<file path="src/rtl/pes_crc_pkg.sv">
// Shared definitions for the streaming CRC generator.
//  - state_t    : FSM encoding of pes_crc_stream_gen (IDLE / PASS / APPEND)
//  - CRC16_8005, CRC16_1021, CRC32_04C11DB7 : common generator polynomials in
//    normal (non-reflected) form, with the implicit x^CRC_W term omitted.
package pes_crc_pkg;

    typedef enum logic [1:0] {
        ST_IDLE   = 2'd0,   // waiting for the first beat of a frame
        ST_PASS   = 2'd1,   // forwarding payload beats of a frame
        ST_APPEND = 2'd2    // emitting the CRC words after the last payload beat
    } state_t;

    localparam logic [15:0] CRC16_8005     = 16'h8005;
    localparam logic [15:0] CRC16_1021     = 16'h1021;
    localparam logic [31:0] CRC32_04C11DB7 = 32'h04C1_1DB7;

endpackage : pes_crc_pkg

</file>
<file path="src/rtl/pes_crc_step.sv">
// One data-word step of a serial (MSB-first) CRC LFSR, fully combinational.
// Ports:
//  crc_i  [CRC_W-1:0]   current CRC register
//  data_i [DATA_W-1:0]  data word, bit DATA_W-1 shifted in first
//  crc_o  [CRC_W-1:0]   CRC register after DATA_W shift iterations
module pes_crc_step #(
    parameter int unsigned       DATA_W = 8,
    parameter int unsigned       CRC_W  = 16,
    parameter logic [CRC_W-1:0]  POLY   = 16'h8005
) (
    input  logic [CRC_W-1:0]  crc_i,
    input  logic [DATA_W-1:0] data_i,
    output logic [CRC_W-1:0]  crc_o
);

    logic [CRC_W-1:0] c;
    logic             fb;

    // Unrolled bit-serial LFSR: feedback is the outgoing MSB XOR the next data bit.
    always_comb begin
        c  = crc_i;
        fb = 1'b0;
        for (int i = DATA_W - 1; i >= 0; i--) begin
            fb = c[CRC_W-1] ^ data_i[i];
            c  = {c[CRC_W-2:0], 1'b0} ^ (fb ? POLY : '0);
        end
        crc_o = c;
    end

endmodule : pes_crc_step

</file>
<file path="src/rtl/pes_crc_stream_gen.sv">
// Streaming CRC generator. Payload words pass through unchanged; after the
// word flagged in_last, the final CRC (crc_reg ^ XOR_OUT) is appended MSB-first
// as NW = CRC_W/DATA_W extra words, the last of which carries out_last.
// CRC_W must be an integer multiple of DATA_W.
//
// Handshake (both ports): a beat transfers on a rising clk edge where
// valid && ready. Sources hold data/last stable while valid && !ready; valid
// never waits for ready, and ready never depends on valid.
//
// Ports:
//  clk, rst            single clock, synchronous active-high reset
//  in_valid/in_ready   input stream handshake
//  in_data, in_last    payload word (MSB processed first), end-of-frame flag
//  out_valid/out_ready output stream handshake
//  out_data, out_last  payload or CRC word, flag on final CRC word
//  crc_value           final CRC of the most recent completed frame
//  crc_done            one-cycle pulse when crc_value is updated
//  dbg_state_o         current FSM state
module pes_crc_stream_gen
    import pes_crc_pkg::*;
#(
    parameter int unsigned       DATA_W  = 8,
    parameter int unsigned       CRC_W   = 16,
    parameter logic [CRC_W-1:0]  POLY    = CRC16_8005,
    parameter logic [CRC_W-1:0]  INIT    = '0,
    parameter logic [CRC_W-1:0]  XOR_OUT = '0
) (
    input  logic              clk,
    input  logic              rst,
    input  logic              in_valid,
    output logic              in_ready,
    input  logic [DATA_W-1:0] in_data,
    input  logic              in_last,
    output logic              out_valid,
    input  logic              out_ready,
    output logic [DATA_W-1:0] out_data,
    output logic              out_last,
    output logic [CRC_W-1:0]  crc_value,
    output logic              crc_done,
    output state_t            dbg_state_o
);

    localparam int unsigned       NW       = CRC_W / DATA_W;
    localparam int unsigned       CNT_W    = $clog2(NW) + 1;
    localparam logic [CNT_W-1:0]  LAST_CNT = CNT_W'(NW - 1);

    state_t              state_q, state_d;
    logic [CRC_W-1:0]    crc_q, crc_d;
    logic [CNT_W-1:0]    cnt_q, cnt_d;
    logic                out_valid_q, out_valid_d;
    logic [DATA_W-1:0]   out_data_q, out_data_d;
    logic                out_last_q, out_last_d;
    logic [CRC_W-1:0]    crc_value_q, crc_value_d;
    logic                crc_done_q, crc_done_d;

    logic                slot_free;
    logic                accept;
    logic [CRC_W-1:0]    step_in, step_out;
    logic [CRC_W-1:0]    crc_fin, crc_shift;
    logic [DATA_W-1:0]   append_word;

    // The output register can take a new beat when empty or being drained.
    assign slot_free = !out_valid_q || out_ready;
    assign in_ready  = (state_q != ST_APPEND) && slot_free;
    assign accept    = in_valid && in_ready;

    // First beat of a frame always starts from INIT.
    assign step_in = (state_q == ST_IDLE) ? INIT : crc_q;

    pes_crc_step #(
        .DATA_W (DATA_W),
        .CRC_W  (CRC_W),
        .POLY   (POLY)
    ) u_step (
        .crc_i  (step_in),
        .data_i (in_data),
        .crc_o  (step_out)
    );

    // Word cnt_q of the final CRC, counted from the MSB end.
    assign crc_fin     = crc_q ^ XOR_OUT;
    assign crc_shift   = crc_fin << (int'(cnt_q) * DATA_W);
    assign append_word = crc_shift[CRC_W-1 -: DATA_W];

    always_comb begin
        state_d     = state_q;
        crc_d       = crc_q;
        cnt_d       = cnt_q;
        out_valid_d = out_valid_q;
        out_data_d  = out_data_q;
        out_last_d  = out_last_q;
        crc_value_d = crc_value_q;
        crc_done_d  = 1'b0;

        // Slot drains this cycle; it stays empty unless reloaded below.
        if (slot_free) begin
            out_valid_d = 1'b0;
            out_last_d  = 1'b0;
        end

        unique case (state_q)
            ST_IDLE, ST_PASS: begin
                if (accept) begin
                    out_data_d  = in_data;
                    out_valid_d = 1'b1;
                    out_last_d  = 1'b0;
                    crc_d       = step_out;
                    state_d     = in_last ? ST_APPEND : ST_PASS;
                end
            end
            ST_APPEND: begin
                if (slot_free) begin
                    out_data_d  = append_word;
                    out_valid_d = 1'b1;
                    if (cnt_q == LAST_CNT) begin
                        out_last_d  = 1'b1;
                        cnt_d       = '0;
                        crc_d       = INIT;
                        state_d     = ST_IDLE;
                        crc_value_d = crc_fin;
                        crc_done_d  = 1'b1;
                    end else begin
                        out_last_d  = 1'b0;
                        cnt_d       = cnt_q + 1'b1;
                    end
                end
            end
            default: begin
                state_d = ST_IDLE;
            end
        endcase
    end

    always_ff @(posedge clk) begin
        if (rst) begin
            state_q     <= ST_IDLE;
            crc_q       <= INIT;
            cnt_q       <= '0;
            out_valid_q <= 1'b0;
            out_data_q  <= '0;
            out_last_q  <= 1'b0;
            crc_value_q <= '0;
            crc_done_q  <= 1'b0;
        end else begin
            state_q     <= state_d;
            crc_q       <= crc_d;
            cnt_q       <= cnt_d;
            out_valid_q <= out_valid_d;
            out_data_q  <= out_data_d;
            out_last_q  <= out_last_d;
            crc_value_q <= crc_value_d;
            crc_done_q  <= crc_done_d;
        end
    end

    assign out_valid   = out_valid_q;
    assign out_data    = out_data_q;
    assign out_last    = out_last_q;
    assign crc_value   = crc_value_q;
    assign crc_done    = crc_done_q;
    assign dbg_state_o = state_q;

endmodule : pes_crc_stream_gen

</file>
<file path="config.mk">
export PLATFORM = sky130hd
export DESIGN_NAME = pes_crc_stream_gen
export DESIGN_NICKNAME = d
export VERILOG_FILES = /design/src/rtl/pes_crc_pkg.sv /design/src/rtl/pes_crc_step.sv /design/src/rtl/pes_crc_stream_gen.sv
export SDC_FILE = /design/constraint.sdc
export NUM_CORES = 1
export LEC_CHECK = 0
export BUFFER_PORTS_ARGS = -buffer_cell sky130_fd_sc_hd__clkbuf_2
export CORE_MARGIN = 3
export CORE_UTILIZATION = 49
export DETAILED_ROUTE_END_ITERATION = 8
export PLACE_DENSITY_LB_ADDON = 0.3
export SLEW_MARGIN = 25
export SYNTH_ARGS = -nofsm -noshare
export SYNTH_HDL_FRONTEND = slang
export SYNTH_SLANG_ARGS = --single-unit
</file>
<file path="constraint.sdc">
create_clock -name clk -period 2.18 [get_ports clk]
set_clock_uncertainty 0.1 [all_clocks]
set_input_delay 0.218 -clock clk [delete_from_list [all_inputs] [get_ports clk]]
set_output_delay 0.218 -clock clk [all_outputs]
set_load 0.01 [all_outputs]
</file>
# [Yosys cells after proc, flatten, opt, wreduce, memory -nomap -nowiden]
# Cells that the tools add are included.
[totals] reg_bits=47 input_bits=13 out_inout_bits=30 word_cells=79
[classes] add_sub_neg=1 n_eq_ne=7 shift=1 mux=31 n_bitwise=18 n_reduce_logical=13
[op_table] cell="2-to-1 mux 16 bit" n=12
[op_table] cell="XOR 16 bit" n=8
[op_table] cell="case mux 16 bit (2 select lines)" n=1
[op_table] cell="2-to-1 mux 8 bit" n=2
[op_table] cell="case mux 8 bit (2 select lines)" n=1
[op_table] cell="<< shifter 16 x 5 -> 16 bit" n=1
[op_table] cell="2-to-1 mux 2 bit" n=5
[op_table] cell="AND reduction 3 bit" n=3
[op_table] cell="!= test 2 bit (second input constant)" n=4
[op_table] cell="XOR 1 bit" n=8
[op_table] cell="2-to-1 mux 1 bit" n=7
[op_table] cell="equality test 2 x 1 -> 1 bit (second input constant)" n=2
[op_table] cell="case mux 1 bit (2 select lines)" n=2
[op_table] cell="case mux 2 bit (2 select lines)" n=1
[op_table] cell="AND reduction 4 bit" n=1
[op_table] cell="OR reduction 3 bit" n=1
[op_table] cell="adder 2 x 1 -> 2 bit (second input constant)" n=1
[op_table] cell="equality test 2 bit (second input constant)" n=1
[op_table] cell="logical AND 1 bit" n=2
[op_table] cell="logical NOT 2 bit" n=1
[op_table] cell="NOT 1 bit" n=2
[op_table] cell="AND reduction 2 bit" n=1
[op_table] cell="nonzero test 2 bit" n=1
[op_table] cell="OR reduction 2 bit" n=1
[op_table] cell="other kinds (2)" n=2

# [Longest topological paths before layout]
# Gate-level depths: netlist (run 1).
[logic_depth] ltp_word=28 mapped_depth=8 ltp_nobuf=6

# [Modules after synthesis]
# From an unflattened synthesis (run 1), not the netlist that was laid out.
[hier_totals] cells_unflattened=267 area_unflattened_um2=2312.2
[by_module_without_submodules] mod="pes_crc_stream_gen" n_inst=1 cells_each=237 area_each_um2=1995.7 seq_area_each_um2=940.9
[by_module_without_submodules] mod="pes_crc_step" n_inst=1 cells_each=30 area_each_um2=316.6 seq_area_each_um2=0.0

# [Least setup slack after synthesis (run 1)]
# No wires, ideal clock.
[synth_path] kind="register -> register" from="reg state_q[1], in the netlist dbg_state_o[1]" to="reg crc_q[15], in the netlist crc_fin[15]" setup_time_ns=0.088 arrival_time_ns=2.074 required_time_ns=1.992 slack_ns=-0.082 stages_incl_launch_ff=8 n_path_buf=1 synth_period_minus_slack_ns=2.262 cell_sequence="dfxtp_1 -> nor2_2 -> buf_6 -> o21a_1 -> o211a_1 -> or4_4 -> a21o_1 -> a311oi_2"
[synth_via] elab_chain_len=28 elab_cells_between_ends=39 classes_between="eq/ne (6); mux (11); bitwise (16); reduce/logical (6)"
[synth_rtl] item="start, declared" line_no="pes_crc_stream_gen.sv:47" text="state_t state_q, state_d;"
[synth_rtl] item="start signal, assigned" line_no="pes_crc_stream_gen.sv:145" text="state_q <= state_d;"
[synth_rtl] item="logical NOT 2 bit" line_no="pes_crc_stream_gen.sv:68, pes_crc_stream_gen.sv:101"
[synth_rtl] item="2-to-1 mux 16 bit" line_no="pes_crc_stream_gen.sv:68" text="assign step_in = (state_q == ST_IDLE) ? INIT : crc_q;"
[synth_rtl] item="XOR 1 bit" line_no="pes_crc_step.sv:24" text="fb = c[CRC_W-1] ^ data_i[i];"
[synth_rtl] item="2-to-1 mux 16 bit" line_no="pes_crc_step.sv:25" text="c = {c[CRC_W-2:0], 1'b0} ^ (fb ? POLY : '0);"
[synth_rtl] item="XOR 16 bit" line_no="pes_crc_step.sv:25"
[synth_rtl] item="XOR 1 bit" line_no="pes_crc_step.sv:24"
[synth_rtl] item="2-to-1 mux 16 bit" line_no="pes_crc_step.sv:25"
[synth_rtl] item="XOR 16 bit" line_no="pes_crc_step.sv:25"
[synth_rtl] item="[12 not listed]"
[synth_rtl] item="XOR 1 bit" line_no="pes_crc_step.sv:24"
[synth_rtl] item="2-to-1 mux 16 bit" line_no="pes_crc_step.sv:25"
[synth_rtl] item="XOR 16 bit" line_no="pes_crc_step.sv:25"
[synth_rtl] item="XOR 1 bit" line_no="pes_crc_step.sv:24"
[synth_rtl] item="2-to-1 mux 16 bit" line_no="pes_crc_step.sv:25"
[synth_rtl] item="XOR 16 bit" line_no="pes_crc_step.sv:25"
[synth_rtl] item="2-to-1 mux 16 bit" line_no="pes_crc_stream_gen.sv:103" text="if (accept) begin"
[synth_rtl] item="case mux 16 bit (2 select lines)" line_no="pes_crc_stream_gen.sv:101" text="unique case (state_q)"
[synth_rtl] item="end signal, assigned" line_no="pes_crc_stream_gen.sv:146" text="crc_q <= crc_d;"
[synth_rtl] item="end, declared" line_no="pes_crc_stream_gen.sv:48" text="logic [CRC_W-1:0] crc_q, crc_d;"
# Parallel ways exist; a longest one is shown, timed or not. The select of a mux whose other input is x is not followed.
# A chain may end at the register's enable or synchronous reset.

# [Worst setup path in the final report (run 1)]
[layout_path] from="reg crc_q[11], in the netlist crc_fin[11]" to="reg crc_q[15], in the netlist crc_fin[15]"
[layout_via] elab_chain_len=19
[layout_rtl] item="2-to-1 mux 16 bit" line_no="pes_crc_stream_gen.sv:68"
[layout_rtl] item="XOR 16 bit (4 in a row)" line_no="pes_crc_step.sv:25"
[layout_rtl] item="XOR 1 bit" line_no="pes_crc_step.sv:24"
[layout_rtl] item="2-to-1 mux 16 bit" line_no="pes_crc_step.sv:25"
[layout_rtl] item="XOR 16 bit" line_no="pes_crc_step.sv:25"
[layout_rtl] item="XOR 1 bit" line_no="pes_crc_step.sv:24"
[layout_rtl] item="2-to-1 mux 16 bit" line_no="pes_crc_step.sv:25"
[layout_rtl] item="XOR 16 bit" line_no="pes_crc_step.sv:25"
[layout_rtl] item="XOR 1 bit" line_no="pes_crc_step.sv:24"
[layout_rtl] item="2-to-1 mux 16 bit" line_no="pes_crc_step.sv:25"
[layout_rtl] item="XOR 16 bit" line_no="pes_crc_step.sv:25"
[layout_rtl] item="XOR 1 bit" line_no="pes_crc_step.sv:24"
[layout_rtl] item="2-to-1 mux 16 bit" line_no="pes_crc_step.sv:25"
[layout_rtl] item="XOR 16 bit" line_no="pes_crc_step.sv:25"
[layout_rtl] item="2-to-1 mux 16 bit" line_no="pes_crc_stream_gen.sv:103"
[layout_rtl] item="case mux 16 bit (2 select lines)" line_no="pes_crc_stream_gen.sv:101"
# No other way between the ends. The select of a mux whose other input is x is not followed.

==> results of run 1 <==
-- stage by stage --
step	instances	hold WS (ns)	setup slack [ns]	cell area, sq um	utilization (%)
after floorplan	270	0.208	0.0158	2210	-
after global placement	363	0.343	0.0675	2550	61.1
after detailed placement	363	0.347	0.00374	2550	61.1
after CTS	371	0.0631	0.0159	2650	63.5
after global routing	371	0.0759	0.0134	2660	63.7
final	371	0.0674	0.0626	2660	63.7
-- state kept, by name (all words and copies together), names as in the netlist --
| name | flops |
|---|---|
| crc_fin | 16 |
| crc_value | 16 |
| out_data | 8 |
| cnt_q | 2 |
| dbg_state_o | 2 |
| crc_done | 1 |
| out_last | 1 |
| out_valid | 1 |
-- final timing paths --
path         cells after the start      endpoint  slack, ns
min                              3   out_data[0]       0.07
min reg2reg                      2  crc_value[1]       0.36
max reg2reg                      6   crc_fin[15]       0.06
max                              6   crc_fin[15]       0.06
-- metal layers --
layer,vias up,wire length [um],global-route usage [%]
met4,0,164,9.22
met1,943,2460,27.5
met3,16,364,5.51
met2,72,2430,33.9
li1,1022,-,-
met5,-,0,0
-- power by group through the flow --
stage                     Sequential, mW  Clock (mW)  Combinational, mW
final                              0.938       0.564              0.406
after floorplan                    0.958           0              0.264
after global routing               0.944       0.612              0.441
after CTS                          0.936       0.578              0.400
after detailed placement           0.955           0              0.397
after global placement             0.954           0              0.395
-- cell usage in the layout, fill, tap and decap left out, drive strengths merged, types with 3 or more instances in the layout --
master / n
nand2b: 4
nand2: 52
nor3: 5
nor2b: 3
a21o: 3
nand3: 6
buf: 19
a21oi: 37
dfxtp: 47
o21ai: 3
a22oi: 14
mux2: 7
clkbuf: 48
xnor2: 25
nor2: 25
-- cell families after synthesis --
kind of cell / Yosys count
simple gates: 102
compound gates: 68
flops: 47
xor+xnor: 27
buf+inv: 18
mux: 8
-- area by class of cell --
type | count | share of cell area, %
well taps | 50 | 2.36
clock buffers | 6 | 3.11
flip-flops and latches | 47 | 35.5
clock inverters | 2 | 0.612
multi-input cells | 205 | 45.1
repair buffers | 61 | 13.3
-- worst max-delay path: stages (launching register included) --
cell and delay (ns):
dfxtp_1 0.33, xnor2_1 0.15, o21a_1 0.22, o211a_1 0.26, or4_4 0.55, a21o_1 0.20, a311oi_2 0.24
==> flow_summary.yaml, run 1 <==
status:
  status: "completed"
routing:
  viasPerCell: 5.53
  drtAntennaViolNets: 0
  remaining_drc_errors: 0
  dr.pass1.iters: 4
  wl_per_cell_um: 14.6
  vias: 2053
  first_iter_violations: 133
  wirelength_um: 5420
power:
  combinationalPowerShare_pct: 21.3
  leakage_nw: 1.03
  p_per_area_nw_per_um2: 718
  switching_share_pct: 30.1
  power_frac_seq_pct: 49.2
  internal_power_mw: 1.33
  clkPwrFrac_pct: 29.6
  p_total_mw: 1.91
  max-vdd-ir-drop_v: 0.000472
  p_sw_mw: 0.575
setup_path:
  r2r_start: "crc_fin[11]"
  end_kind: "flop"
  arrival_ns: 2.24
  crit_required_ns: 2.31
  critPathMaxFanout: 3
  worstSetupPathType: "reg -> reg"
  startpoint: "crc_fin[11]"
  start_kind: "flop"
synth:
  synthAdderAreaFrac_pct: 0
  synth-seq-cells: 47
  synth_xor_area_share_pct: 10.7
  synth.avg_cell_area_sq_um: 8.19
  synth_compound_area_share_pct: 19.2
  synth_fp_nets: 283
  synth-edff-count: 0
  ys.flop_type: "dfxtp_1"
  ys_types: 34
  netlist.area_leader.share_pct: 42.6
  ys_seq_area_share_pct: 42.6
  synthCells: 270
  synth_mux_area_share_pct: 4.02
  yosys_warnings: 0
  yosysMostFrequentCell: "nand2_1"
  synth_area_leaders: "dfxtp_1 (43%), xnor2_1 (9.9%), nand2_1 (8.8%)"
  yosysTopAreaCell: "dfxtp_1"
  synthArstFlopShare_pct: 0
  synth_top_family_by_area: "simple AND/OR/NAND/NOR gates"
  synth_common_cells: "nand2_1 (52), dfxtp_1 (47), a21oi_1 (37), xnor2_1 (25), nor2_1 (24)"
  synth-simple-area-share_pct: 19.9
  syn_area_sq_um: 2210
timing:
  rsz0062_at_grt: "false"
  max_freq_mhz: 472
  fin_crit_sh_pct: 97.1
  worstMarginPinSlew_ns: 0.762
  max-slew-margin-rel_pct: 49.2
  fin_crit_ns: 2.12
  finalMaxSlewViolations: 0
  hold_viol: 0
  finalSetupViolCount: 0
  setup_tns_ns: 0
place:
  dpl.hpwl_um: 3830
  numPortBuffers: 42
  gp_congestion: 0.867
clocking:
  cts_buffers: 5
  cts_tree: "done"
  clkSlewWorstSetupHoldPaths_ns: 0.09
  insertion_delay_ns: 0.30
  ctsResizeCount: 0
  clock_sinks: 47
  cts_root_buf: "clkbuf_8"
  hold_buffers: 0
  clockBufferDepth: 2
  postCtsSetupRepairBufs: 0
  ctsHtreeMaxLevel: 2
cells_and_area:
  multi_input_area_sq_um: 1200
  final_nets: 333
  seqCellArea_sq_um: 943
  syn2layout_area_growth_pct: 20.1
  drive_gt1_share_pct: 25.5
  nFillCells: 377
  antennaDiodeCount: 0
floorplan:
  start_util_pct: 53.0
  die_x_um: 73.2
  fp.dieH_um: 73.2
  rows: 23
  dieArea_sq_um: 5350
  core_area_sq_um: 4170
  ioPinCount: 43
hold_path:
  min_path_type: "in -> reg"
  worstHoldStart: "in_data[0]"
grt:
  first_global_vias: 1867
  antenna_found_initial: 0
  grt_use_total_pct: 21.5
  grt_max_degree: 36
  grt_overflow: 0
  grt_pass1_wl_um: 8800
flow_run:
  maxCapViolations: 0
Power figures use the tool's default switching activity.
==> inputs of run 2 (changes only) <==
--- a/config.mk
+++ b/config.mk
@@ -10,6 +10,7 @@
 export CORE_UTILIZATION = 49
 export DETAILED_ROUTE_END_ITERATION = 8
 export PLACE_DENSITY_LB_ADDON = 0.3
+export REMOVE_ABC_BUFFERS = 1
 export SLEW_MARGIN = 25
 export SYNTH_ARGS = -nofsm -noshare
 export SYNTH_HDL_FRONTEND = slang
==> flow_summary.yaml, run 2 (synthesis results as in run 1) <==
setup_path:
  r2r_start: "crc_fin[14]"
  reg2reg_depth: 6
  worstSetupPathType: "reg -> reg"
  start_kind: "flop"
  crit_required_ns: 2.31
  ff2ff_setup_slack_ns: 0.03
  end_kind: "flop"
  arrival_ns: 2.27
  regToRegEndpoint: "crc_fin[15]"
  critPathMaxFanout: 3
timing:
  fin_crit_ns: 2.15
  setup_tns_ns: 0
  hold_viol: 0
  finalSetupViolCount: 0
  worstMarginPinSlew_ns: 0.525
  hold_ws_ns: 0.0378
  fin_ws_ns: 0.0349
  max_freq_mhz: 466
  fin_crit_sh_pct: 98.4
  finalMaxSlewViolations: 0
  max-slew-margin-rel_pct: 64.7
floorplan:
  ioPinCount: 43
  die_x_um: 73.2
  dieArea_sq_um: 5350
  rows: 23
  core_area_sq_um: 4170
  start_util_pct: 53.0
  fp.dieH_um: 73.2
cells_and_area:
  nFillCells: 379
  final_nets: 341
  layout_commonest_cell: "nand2_1"
  syn2layout_area_growth_pct: 24.3
  drive_gt1_share_pct: 28.9
  antennaDiodeCount: 0
  most-common-layout-cells: "nand2_1 (52), dfxtp_1 (42), clkbuf_2 (42)"
clocking:
  clockBufferDepth: 2
  insertion_delay_ns: 0.31
  clkSlewWorstSetupHoldPaths_ns: 0.09
  clock_sinks: 47
  cts_tree: "done"
  ctsHtreeMaxLevel: 2
  cts_root_buf: "clkbuf_8"
  hold_buffers: 0
  cts_buffers: 5
grt:
  first_global_vias: 1965
  antenna_found_initial: 0
  grt_max_degree: 21
  grt_use_total_pct: 22.0
  grt_overflow: 0
  grt_pass1_wl_um: 9130
flow_run:
  maxCapViolations: 0
routing:
  first_iter_violations: 146
  drtAntennaViolNets: 0
  viasPerCell: 5.50
  wl_per_cell_um: 15.0
  wirelength_um: 5680
  dr.pass1.iters: 4
  vias: 2085
  remaining_drc_errors: 0
power:
  leakage_nw: 1.09
  max-vdd-ir-drop_v: 0.000493
  p_per_area_nw_per_um2: 734
place:
  numPortBuffers: 42
  dp_slack_ns: -0.0421
  dpl.hpwl_um: 3960
  gp_congestion: 0.924
hold_path:
  min_path_cells: 2
  hold_end: "dbg_state_o[0]"
  worstHoldStart: "in_last"
  min_path_type: "in -> reg"
status:
  status: "completed"
[run 2: report_power, final]
| part | internal [mW] | switching [mW] |
|---|---|---|
| clock network | 0.342 | 0.308 |
| registers | 0.902 | 0.0357 |
| logic | 0.188 | 0.242 |
| total | 1.43 | 0.585 |
[run 2: layout make-up]
cell class / instances / area, sq um / area share (%)
timing repair buffer: 69 / 413 / 15.0
clock inverter: 3 / 43.8 / 1.59
clock buffer: 5 / 68.8 / 2.50
multi-input combinational: 205 / 1210 / 44.2
tap: 50 / 62.6 / 2.28
sequential: 47 / 947 / 34.5
[run 2: metrics by stage]
step | power, mW | cell area [sq um] | cells | utilization [%]
after floorplan | 1.20 | 2130 | 252 | -
after global placement | 1.35 | 2590 | 369 | 62.1
after detailed placement | 1.36 | 2590 | 369 | 62.1
after CTS | 2.00 | 2710 | 377 | 65.0
after global routing | 2.10 | 2750 | 379 | 65.9
final | 2.02 | 2750 | 379 | 65.9
[run 2: critical path, cell delays in order, from the launching register on]
cell and delay, ns:
dfxtp_1 0.33, xnor2_1 0.30, nor3_1 0.13, o211a_1 0.24, or4_4 0.55, a21o_1 0.19, a311oi_2 0.22
[run 2: worst max-delay path by stage]
stage / from / end / depth (start not counted)
floorplan: dbg_state_o[0] / crc_fin[15] / 6
detailed placement: dbg_state_o[0] / crc_fin[15] / 6
global route: crc_fin[14] / crc_fin[15] / 6
finish: crc_fin[14] / crc_fin[15] / 6
global placement: dbg_state_o[0] / crc_fin[15] / 6
CTS: dbg_state_o[0] / crc_fin[15] / 6
[run 2: what timing repair did]
item | CTS | global route
setup buffers | 0 | 2
setup endpoints to repair | 1 | 1
pin swaps | 0 | 5
gates resized for setup | 3 | 6
[run 2: layer usage]
metal	vias to the layer above	part of all wire, %	track usage (%)	wire [um]
met3	13	5.8	4.82	329
met2	61	46	34.4	2640
met4	0	1.9	9.02	110
met5	-	0	0	0
met1	975	46	29.5	2600
li1	1036	-	-	-
==> inputs of run 3 (changes only) <==
--- a/config.mk
+++ b/config.mk
@@ -6,8 +6,10 @@
 export NUM_CORES = 1
 export LEC_CHECK = 0
 export BUFFER_PORTS_ARGS = -buffer_cell sky130_fd_sc_hd__clkbuf_2
+export CELL_PAD_IN_SITES_DETAIL_PLACEMENT = 1
+export CELL_PAD_IN_SITES_GLOBAL_PLACEMENT = 2
 export CORE_MARGIN = 3
-export CORE_UTILIZATION = 49
+export CORE_UTILIZATION = 28
 export DETAILED_ROUTE_END_ITERATION = 8
 export PLACE_DENSITY_LB_ADDON = 0.3
 export REMOVE_ABC_BUFFERS = 1
==> flow_summary.yaml, run 3 (synthesis results as in run 1) <==
routing:
  remaining_drc_errors: 0
  vias: 2073
  wl_per_cell_um: 15.4
  viasPerCell: 4.84
  first_iter_violations: 55
  drtAntennaViolNets: 0
  wirelength_um: 6580
  dr.pass1.iters: 4
cells_and_area:
  syn2layout_area_growth_pct: 26.8
  antennaDiodeCount: 0
  drive_gt1_share_pct: 28.0
  most-common-layout-cells: "nand2_1 (52), dfxtp_1 (44), clkbuf_2 (42)"
  layout_commonest_cell: "nand2_1"
  final_nets: 342
  stdcell_area_sq_um: 2800
floorplan:
  ioPinCount: 43
  rows: 31
  start_util_pct: 29.7
  die_x_um: 94.9
  fp.dieH_um: 94.9
  core_area_sq_um: 7450
  dieArea_sq_um: 9000
setup_path:
  slowest_delay_ns: 0.55
  reg2reg_depth: 6
  worstSetupPathType: "reg -> reg"
  cp_slowest_cell: "or4_4"
  arrival_ns: 2.22
  end_kind: "flop"
  crit_required_ns: 2.30
  start_kind: "flop"
  critPathMaxFanout: 3
  regToRegEndpoint: "crc_fin[15]"
  ff2ff_setup_slack_ns: 0.08
  worstPathCellList: "xnor2_1, or3_4, o211a_1, or4_4, a21o_1, a311oi_2"
  crit_buf_inv: 0
  critPathTopFamily: "simple AND/OR/NAND/NOR gates"
  r2r_start: "crc_fin[10]"
hold_path:
  hold_end: "dbg_state_o[0]"
  min_path_type: "in -> reg"
  min_path_cells: 2
  worstHoldStart: "in_last"
grt:
  grt_pass1_wl_um: 10800
  first_global_vias: 2014
  grt_overflow: 0
  grt_use_total_pct: 15.5
  antenna_found_initial: 0
  grt_max_degree: 29
clocking:
  cts_buffers: 5
  insertion_delay_ns: 0.30
  clock_sinks: 47
  clkSlewWorstSetupHoldPaths_ns: 0.09
  ctsHtreeMaxLevel: 2
  cts_root_buf: "clkbuf_8"
  hold_buffers: 0
  cts_tree: "done"
  clockBufferDepth: 2
timing:
  finalSetupViolCount: 0
  max_freq_mhz: 475
  rsz0062_at_grt: "true"
  worstMarginPinSlew_ns: 0.588
  hold_viol: 0
  finalMaxSlewViolations: 0
  fin_crit_ns: 2.10
  max-slew-margin-rel_pct: 60.8
  fin_crit_sh_pct: 96.5
status:
  status: "completed"
place:
  gp_congestion: 0.791
  numPortBuffers: 42
  dpl.hpwl_um: 4830
  post_dp_cell_area_sq_um: 2680
power:
  p_per_area_nw_per_um2: 716
  leakage_nw: 1.08
  max-vdd-ir-drop_v: 0.000272
  p_total_mw: 2.01
flow_run:
  maxCapViolations: 0
-- run 3: changes by cell type in the layout (fill, tap and decap cells not counted), sizes merged --
| cell | delta |
|---|---|
| buf | +1 |
| clkbuf | +1 |
| clkinv | -2 |
-- run 3: cell type report --
| type | count | area, sq um |
|---|---|---|
| tap | 99 | 124 |
| fill | 943 | 4640 |
| clock buffer | 6 | 72.6 |
| timing repair buffer | 70 | 420 |
| sequential | 47 | 945 |
| multi-input combinational | 205 | 1210 |
| clock inverter | 1 | 30.0 |
-- run 3: worst reg2reg max path: stages (launching register included) --
cell      delay (ns)
dfxtp_2         0.33
xnor2_1         0.15
or3_4           0.35
o211a_1         0.14
or4_4           0.55
a21o_1          0.18
a311oi_2        0.23
-- run 3: worst max-delay path by stage --
stage                              start           to  cells after the start
final                        crc_fin[10]  crc_fin[15]                      6
after global placement        in_data[2]  crc_fin[15]                      7
after CTS                 dbg_state_o[0]  crc_fin[15]                      6
after global routing         crc_fin[13]  crc_fin[15]                      6
after detailed placement  dbg_state_o[0]  crc_fin[15]                      6
after floorplan           dbg_state_o[0]  crc_fin[15]                      6
-- run 3: repair_timing --
action,in CTS,in global routing
resized for setup,3,4
pin swaps,0,2
endpoints found under the setup margin,1,1
buffers inserted,0,0
-- run 3: where the power goes --
group / internal, mW / total [mW] / switching (mW) / leakage, nW
clock network: 0.337 / 0.632 / 0.295 / 0.0513
logic: 0.190 / 0.437 / 0.248 / 0.649
registers: 0.901 / 0.939 / 0.0375 / 0.384
total: 1.43 / 2.01 / 0.580 / 1.08
-- run 3: per-layer routing --
layer  GRT usage [%]  vias up  wire length [um]
li1                -     1041                 -
met2            24.0       32              3100
met1            21.7      991              3160
met3            2.79        9               198
met4            5.29        0               117
met5               0        -                 0
-- run 3: stage by stage --
step	util (%)	setup TNS [ns]	worst slack (ns)	instances	hold slack, ns
after global routing	37.6	-0.0171	-0.0171	428	0.0446
final	37.6	0	0.0757	428	0.0522
after floorplan	-	-0.160	-0.160	252	0.186
after global placement	35.9	0	0.0499	421	0.345
after detailed placement	35.9	-0.00911	-0.00911	421	0.350
after CTS	37.4	0	0.0253	428	0.0421
